`src/rtl/debug_state_dumper.sv`:
```
// Snapshot engine: on trigger or power-up timeout, reads the register file and char memory
// and streams a framed byte image (A5 .. payload .. 5A) over a valid/ready byte interface.
module debug_state_dumper #(
   parameter int unsigned DATA_W    = 32,
   parameter int unsigned REG_COUNT = 32,
   parameter int unsigned REG_AW    = 5,
   parameter int unsigned MEM_COUNT = 19,
   parameter int unsigned MEM_AW    = 5,
   parameter int unsigned MEM_W     = 8,
   parameter int unsigned TIMEOUT   = 250000,
   parameter int unsigned TIMEOUT_W = 32
) (
   input  logic              clk,
   input  logic              resetn,
   input  logic              trigger_i,
   output logic              reg_rd_o,
   output logic [REG_AW-1:0] reg_addr_o,
   input  logic [DATA_W-1:0] reg_data_i,
   output logic              mem_rd_o,
   output logic [MEM_AW-1:0] mem_addr_o,
   input  logic [MEM_W-1:0]  mem_data_i,
   output logic [7:0]        tx_data_o,
   output logic              tx_valid_o,
   input  logic              tx_ready_i,
   output logic              busy_o,
   output logic              done_o
);

   localparam int unsigned REG_BYTES = DATA_W / 8;
   localparam int unsigned MEM_BYTES = MEM_W / 8;
   localparam int unsigned SH_W      = (DATA_W > MEM_W) ? DATA_W : MEM_W;
   localparam int unsigned SH_BYTES  = SH_W / 8;
   localparam int unsigned BI_W      = (SH_BYTES > 1) ? $clog2(SH_BYTES) : 1;
   localparam int unsigned REG_LAST  = REG_COUNT - 1;
   localparam int unsigned MEM_LAST  = (MEM_COUNT > 0) ? MEM_COUNT - 1 : 0;
   localparam int unsigned TO_LAST   = (TIMEOUT > 0) ? TIMEOUT - 1 : 0;
   localparam logic        HAS_MEM   = (MEM_COUNT != 0);
   localparam logic        TO_EN     = (TIMEOUT != 0);
   localparam logic [7:0]  BYTE_SOF  = 8'hA5;
   localparam logic [7:0]  BYTE_EOF  = 8'h5A;

   typedef enum logic [3:0] {
      S_IDLE, S_START, S_REG_RD, S_REG_WAIT, S_REG_TX,
      S_MEM_RD, S_MEM_WAIT, S_MEM_TX, S_END
   } state_e;

   state_e               state_q, state_d;
   logic [REG_AW-1:0]    reg_idx_q, reg_idx_d;
   logic [MEM_AW-1:0]    mem_idx_q, mem_idx_d;
   logic [BI_W-1:0]      byte_idx_q, byte_idx_d;
   logic [SH_W-1:0]      shift_q, shift_d;
   logic [TIMEOUT_W-1:0] to_cnt_q, to_cnt_d;
   logic                 to_armed_q, to_armed_d;
   logic                 to_pend_q, to_pend_d;
   logic                 reg_rd_q, reg_rd_d;
   logic [REG_AW-1:0]    reg_addr_q, reg_addr_d;
   logic                 mem_rd_q, mem_rd_d;
   logic [MEM_AW-1:0]    mem_addr_q, mem_addr_d;
   logic [7:0]           tx_data_q, tx_data_d;
   logic                 tx_valid_q, tx_valid_d;
   logic                 busy_q, busy_d;
   logic                 done_q, done_d;

   logic accept_c;
   logic to_fire_c;
   logic req_c;
   logic reg_last_byte_c, reg_last_word_c;
   logic mem_last_byte_c, mem_last_word_c;

   assign accept_c        = tx_valid_q && tx_ready_i;
   assign to_fire_c       = TO_EN && to_armed_q && (to_cnt_q == TIMEOUT_W'(TO_LAST));
   assign req_c           = trigger_i || to_pend_q || to_fire_c;
   assign reg_last_byte_c = (byte_idx_q == BI_W'(REG_BYTES - 1));
   assign reg_last_word_c = (reg_idx_q == REG_AW'(REG_LAST));
   assign mem_last_byte_c = (byte_idx_q == BI_W'(MEM_BYTES - 1));
   assign mem_last_word_c = (mem_idx_q == MEM_AW'(MEM_LAST));

   // State register
   always_ff @(posedge clk or negedge resetn) begin
      if (!resetn) state_q <= S_IDLE;
      else         state_q <= state_d;
   end

   // Next-state logic
   always_comb begin
      state_d = state_q;
      unique case (state_q)
         S_IDLE:     if (req_c) state_d = S_START;
         S_START:    if (accept_c) state_d = S_REG_RD;
         S_REG_RD:   state_d = S_REG_WAIT;
         S_REG_WAIT: state_d = S_REG_TX;
         S_REG_TX: begin
            if (accept_c && reg_last_byte_c) begin
               if (!reg_last_word_c) state_d = S_REG_RD;
               else if (HAS_MEM)     state_d = S_MEM_RD;
               else                  state_d = S_END;
            end
         end
         S_MEM_RD:   state_d = S_MEM_WAIT;
         S_MEM_WAIT: state_d = S_MEM_TX;
         S_MEM_TX: begin
            if (accept_c && mem_last_byte_c)
               state_d = mem_last_word_c ? S_END : S_MEM_RD;
         end
         S_END:      if (accept_c) state_d = S_IDLE;
         default:    state_d = S_IDLE;
      endcase
   end

   // Datapath and registered-output next values
   always_comb begin
      reg_idx_d  = reg_idx_q;
      mem_idx_d  = mem_idx_q;
      byte_idx_d = byte_idx_q;
      shift_d    = shift_q;
      to_cnt_d   = to_cnt_q;
      to_armed_d = to_armed_q;
      to_pend_d  = to_pend_q;
      done_d     = 1'b0;

      unique case (state_q)
         S_REG_WAIT: begin
            shift_d = '0;
            shift_d[SH_W-1 -: DATA_W] = reg_data_i;
         end
         S_MEM_WAIT: begin
            shift_d = '0;
            shift_d[SH_W-1 -: MEM_W] = mem_data_i;
         end
         S_REG_TX: begin
            if (accept_c) begin
               shift_d = shift_q << 8;
               if (reg_last_byte_c) begin
                  byte_idx_d = '0;
                  reg_idx_d  = reg_last_word_c ? '0 : reg_idx_q + REG_AW'(1);
               end else begin
                  byte_idx_d = byte_idx_q + BI_W'(1);
               end
            end
         end
         S_MEM_TX: begin
            if (accept_c) begin
               shift_d = shift_q << 8;
               if (mem_last_byte_c) begin
                  byte_idx_d = '0;
                  mem_idx_d  = mem_last_word_c ? '0 : mem_idx_q + MEM_AW'(1);
               end else begin
                  byte_idx_d = byte_idx_q + BI_W'(1);
               end
            end
         end
         S_END:   done_d = accept_c;
         default: ;
      endcase

      // One-shot timeout; a firing seen outside IDLE is parked until the engine is free
      if (TO_EN && to_armed_q) begin
         if (to_fire_c) begin
            to_armed_d = 1'b0;
            if (state_q != S_IDLE) to_pend_d = 1'b1;
         end else begin
            to_cnt_d = to_cnt_q + TIMEOUT_W'(1);
         end
      end
      if (state_q == S_IDLE && req_c) to_pend_d = 1'b0;

      busy_d     = (state_d != S_IDLE);
      reg_rd_d   = (state_d == S_REG_RD);
      mem_rd_d   = (state_d == S_MEM_RD);
      reg_addr_d = (state_d == S_REG_RD) ? reg_idx_d : reg_addr_q;
      mem_addr_d = (state_d == S_MEM_RD) ? mem_idx_d : mem_addr_q;
      tx_valid_d = (state_d == S_START) || (state_d == S_REG_TX) ||
                   (state_d == S_MEM_TX) || (state_d == S_END);
      unique case (state_d)
         S_START:            tx_data_d = BYTE_SOF;
         S_END:              tx_data_d = BYTE_EOF;
         S_REG_TX, S_MEM_TX: tx_data_d = shift_d[SH_W-1 -: 8];
         default:            tx_data_d = 8'h00;
      endcase
   end

   // Datapath and output registers
   always_ff @(posedge clk or negedge resetn) begin
      if (!resetn) begin
         reg_idx_q  <= '0;
         mem_idx_q  <= '0;
         byte_idx_q <= '0;
         shift_q    <= '0;
         to_cnt_q   <= '0;
         to_armed_q <= 1'b1;
         to_pend_q  <= 1'b0;
         reg_rd_q   <= 1'b0;
         reg_addr_q <= '0;
         mem_rd_q   <= 1'b0;
         mem_addr_q <= '0;
         tx_data_q  <= 8'h00;
         tx_valid_q <= 1'b0;
         busy_q     <= 1'b0;
         done_q     <= 1'b0;
      end else begin
         reg_idx_q  <= reg_idx_d;
         mem_idx_q  <= mem_idx_d;
         byte_idx_q <= byte_idx_d;
         shift_q    <= shift_d;
         to_cnt_q   <= to_cnt_d;
         to_armed_q <= to_armed_d;
         to_pend_q  <= to_pend_d;
         reg_rd_q   <= reg_rd_d;
         reg_addr_q <= reg_addr_d;
         mem_rd_q   <= mem_rd_d;
         mem_addr_q <= mem_addr_d;
         tx_data_q  <= tx_data_d;
         tx_valid_q <= tx_valid_d;
         busy_q     <= busy_d;
         done_q     <= done_d;
      end
   end

   assign reg_rd_o   = reg_rd_q;
   assign reg_addr_o = reg_addr_q;
   assign mem_rd_o   = mem_rd_q;
   assign mem_addr_o = mem_addr_q;
   assign tx_data_o  = tx_data_q;
   assign tx_valid_o = tx_valid_q;
   assign busy_o     = busy_q;
   assign done_o     = done_q;

endmodule

```
`config.mk`:
```
export PLATFORM = sky130hd
export DESIGN_NAME = debug_state_dumper
export DESIGN_NICKNAME = d
export VERILOG_FILES = /design/src/rtl/debug_state_dumper.sv
export SDC_FILE = /design/constraint.sdc
export NUM_CORES = 1
export LEC_CHECK = 0
export BUFFER_PORTS_ARGS = -buffer_cell sky130_fd_sc_hd__buf_2
export CAP_MARGIN = 20
export CORE_AREA = 2 2 111 86
export DETAILED_ROUTE_END_ITERATION = 8
export DIE_AREA = 0 0 113 88
export PLACE_DENSITY = 0.85
export SLEW_MARGIN = 20
export SYNTH_ARGS = -nofsm -noshare
export SYNTH_HDL_FRONTEND = slang
export SYNTH_SLANG_ARGS = --single-unit
```
`constraint.sdc`:
```
create_clock -name clk -period 2.8 [get_ports clk]
set_input_delay 0.14 -clock clk [delete_from_list [all_inputs] [get_ports clk]]
set_output_delay 0.14 -clock clk [all_outputs]
set_load 0.03 [all_outputs]
```
==> results by group <==
CTS
  • Clock transition at path regs: 70 ps
  • Num CTS Buffers: 9
  • Clock root cell: clkbuf_16
  • Post-CTS setup buffers: 0
  • Clock sinks: 105
  • CTS tree: yes
  • Htree depth: 3
  • Clock tree buffer depth: 2
  • Worst skew pair latency: 340 ps

Place
  • Dpl hpwl: 7160 um
  • IO buf count: 66
  • GP Congestion: 0.859
  • Inst Count DP: 568

Floorplanning
  • Num rows: 30
  • Full die area: 0.00994 sq mm
  • Initial cell density of the core: 53.4%
  • I/O Pins: 67
  • Die X: 113 um
  • Die H: 88 um
  • Total core area: 0.00886 sq mm

Synthesis
  • Synth top area cells: dfrtp_1 (55%), xnor2_1 (4.3%), a222oi_1 (4.2%)
  • Synthesized area: 0.00473 sq mm
  • Seq/Total Area, Yosys: 55.6%
  • Number of synthesized flops with an enable pin: 0
  • Mapped Nets: 448
  • FF+latch count, synth: 105
  • Unique masters post-synth: 60
  • Synth area leader: dfrtp_1
  • Prevailing post-synth register cell: dfrtp_1
  • Top-area cell type share of the netlist area: 55.0%
  • Synth Area per Inst: 11.9 sq um
  • Asr flop ratio synth: 100%
  • Mapped Cells: 396
  • Yosys warns: 0

STA
  • RSZ-0062 raised after global routing: no
  • Final hold vios: 0
  • Worst slew pin tran: 883 ps
  • Final min period: 2610 ps
  • Worst clock skew: 8.86 ps
  • Hold_ws: 17.2 ps
  • Fin crit share: 93.2%
  • Final setup viols: 0
  • Fin Setup TNS: 0 ps
  • Max Clk Rate: 383 MHz
  • Count of pins over their slew limit: 0
  • Slew HR: 41.1%

Routing
  • WL met3: 559 um
  • Highest Signal Layer: met4
  • M1 WL: 4310 um
  • Met2 WL post-DR: 5060 um
  • Routed vias/inst: 6.06
  • DR iter-0 viols: 281
  • Post-route ant nets: 0
  • Via count: 3537
  • DRC viols: 2
  • DRT Pass-1 Iters: 9
  • Final WL: 10100 um
  • Routed len/inst: 17.4 um

Cells and area
  • Layout cells sized above 1: 25.8%
  • Multi-input logic area: 0.00195 sq mm
  • FF+latch area: 0.00263 sq mm
  • Nets: 520
  • Most common cell after layout, fill and taps aside: dfrtp_1
  • Antenna diode count: 0
  • Most frequent cells in the layout: dfrtp_1 (104), buf_2 (65), inv_1 (27), nand2_1 (23), xnor2_1 (23)
  • Area Overhead vs Synth: 17.7%
  • Final Non-Filler Cells: 584
  • FILL cells: 661

Worst setup path
  • Reg2reg path depth: 7
  • Most used cell along the critical path: ha_1
  • Crit-path max FO: 6
  • CP max stage delay: 510 ps
  • Critical path class: flip-flop to flip-flop
  • CP required: 3020 ps
  • Startpoint types: flip-flop
  • Arr. time, crit path: 2830 ps
  • Critical path's slowest cell: nor4_4
  • Worst path cell trace: ha_1 -> and3_1 -> ha_1 -> and4b_1 -> o221ai_2 -> nor4_4 -> mux2_2
  • Setup crit end kind: flip-flop

GRT
  • GRT Total Usage: 21.5%
  • Grt ovf: 0
  • Largest net degree at the start of global routing: 59
  • Initial antenna violation count: 0
  • Via count of the first global-routing pass: 3509
  • First-pass GRT wire length: 16800 um

Flow run
  • Maxcap violations: 0

Worst hold path
  • Hold depth: 2
  • Hold WC Path Type: primary input to flip-flop

Outcome
  • Failing checks: design-rule violations
  • Outcome: finished with violations

Power
  • Combinational power share: 35.4%
  • P_sw: 1900 uW
  • Internal power: 3520 uW
  • Clock share of power: 25.7%
  • Peak supply drop: 0.416 mV
  • P per Cell Area: 973 mW/mm^2
  • Lkg Pwr: 0.00277 uW
  • Seq pwr share: 38.9%
  • Switching share of power: 35.1%
worst max-delay path, delay by kind of cell (launching register included):
| family | cells | cell delay [ps] |
|---|---|---|
| AOI/OAI and AO/OA | 1 | 170 |
| adders and majority gates | 2 | 470 |
| DFF | 1 | 420 |
| muxes | 1 | 390 |
| and+or+nand+nor | 3 | 1050 |
stage by stage:
step	instance area [sq um]	util, %	power (uW)	setup WS, ps
6_report	5570	62.9	5420	190
3_3_place_gp	5220	58.9	3890	197
4_1_cts	5560	62.8	5420	47.1
3_5_place_dp	5220	58.9	3990	67.9
2_1_floorplan	4730	-	3490	322
5_1_grt	5570	62.9	5710	71.9
cells in the mapped netlist (2+ instances only):
cell type and number:
dfrtp_1 104, inv_1 27, nand2_1 23, xnor2_1 23, a222oi_1 20, nand3_1 19, nor2_1 16, mux2_2 14
a22o_1 12, nand4_1 12, xor2_1 10, o21ai_0 9, ha_1 8, buf_2 7, nor4_1 7, and3_1 6
a221o_1 5, clkbuf_1 5, nand2b_1 5, a21oi_1 4, a31o_2 4, mux2i_1 4, nor3_1 4, and2_1 3
nand4b_1 3, a21o_1 2, a31oi_1 2, and4_1 2, and4b_1 2, buf_4 2, nor2b_1 2, nor4bb_1 2
layer usage:
metal	vias to the layer above	track usage, %
met2	112	36.5
met3	21	6.30
met1	1786	26.9
met4	0	7.43
li1	1618	-
met5	-	0
final timing paths:
kind / start / end / slack, ps
worst max-delay path: reg_idx_q[0] / reg_addr_o[1] / 190
worst min-delay path: reg_data_i[1] / shift_q[1] / 20
worst max register to register: reg_idx_q[0] / reg_addr_o[1] / 190
worst min register to register: to_cnt_q[17] / to_cnt_q[17] / 480
max in group asynchronous: resetn / shift_q[8] / 1590
min in group asynchronous: resetn / shift_q[3] / 370
flip-flops by register name, summed over array words and instances, names as in the netlist, 2 cells and up:
register	cells
reg_idx_q	5
reg_addr_o	5
to_cnt_q	32
tx_data_o	8
byte_idx_q	2
state_q	4
mem_addr_o	5
shift_q	32
mem_idx_q	5
power by group through the flow:
stage	combinational [uW]	sequential, uW	clock (uW)
after floorplan	1320	2170	0
after global placement	1780	2110	0
final	1920	2110	1390
after CTS	1900	2100	1410
after global routing	2080	2140	1480
after detailed placement	1870	2120	0
what timing repair did:
item	4_1_cts	5_1_grt
endpoints found under the hold margin	55	0
resized for setup	0	1
hold buffers	1	0
setup endpoints to repair	0	14
cell families (layout without fill, tap and decap cells):
| group | after synthesis | after routing | synth area share (%) |
|---|---|---|---|
| adders and majority gates | 8 | 8 | 2.12 |
| AOI/OAI and AO/OA | 71 | 71 | 13.1 |
| xor gates and xnor gates | 33 | 33 | 6.11 |
| buffers and inverters | 43 | 119 | 3.91 |
| and+or+nand+nor | 118 | 118 | 15.0 |
| DFF | 105 | 105 | 55.6 |
| muxes | 18 | 18 | 4.18 |
cell type report:
| cell class | count | share of cell area, % |
|---|---|---|
| clock buffer | 10 | 4.11 |
| clock inverter | 5 | 1.87 |
| inverter | 27 | 1.82 |
| multi-input combinational | 248 | 35.0 |
| sequential | 105 | 47.2 |
| tap | 112 | 2.52 |
| timing repair buffer | 77 | 7.51 |
No activity file was read; power rests on OpenSTA's default activity.
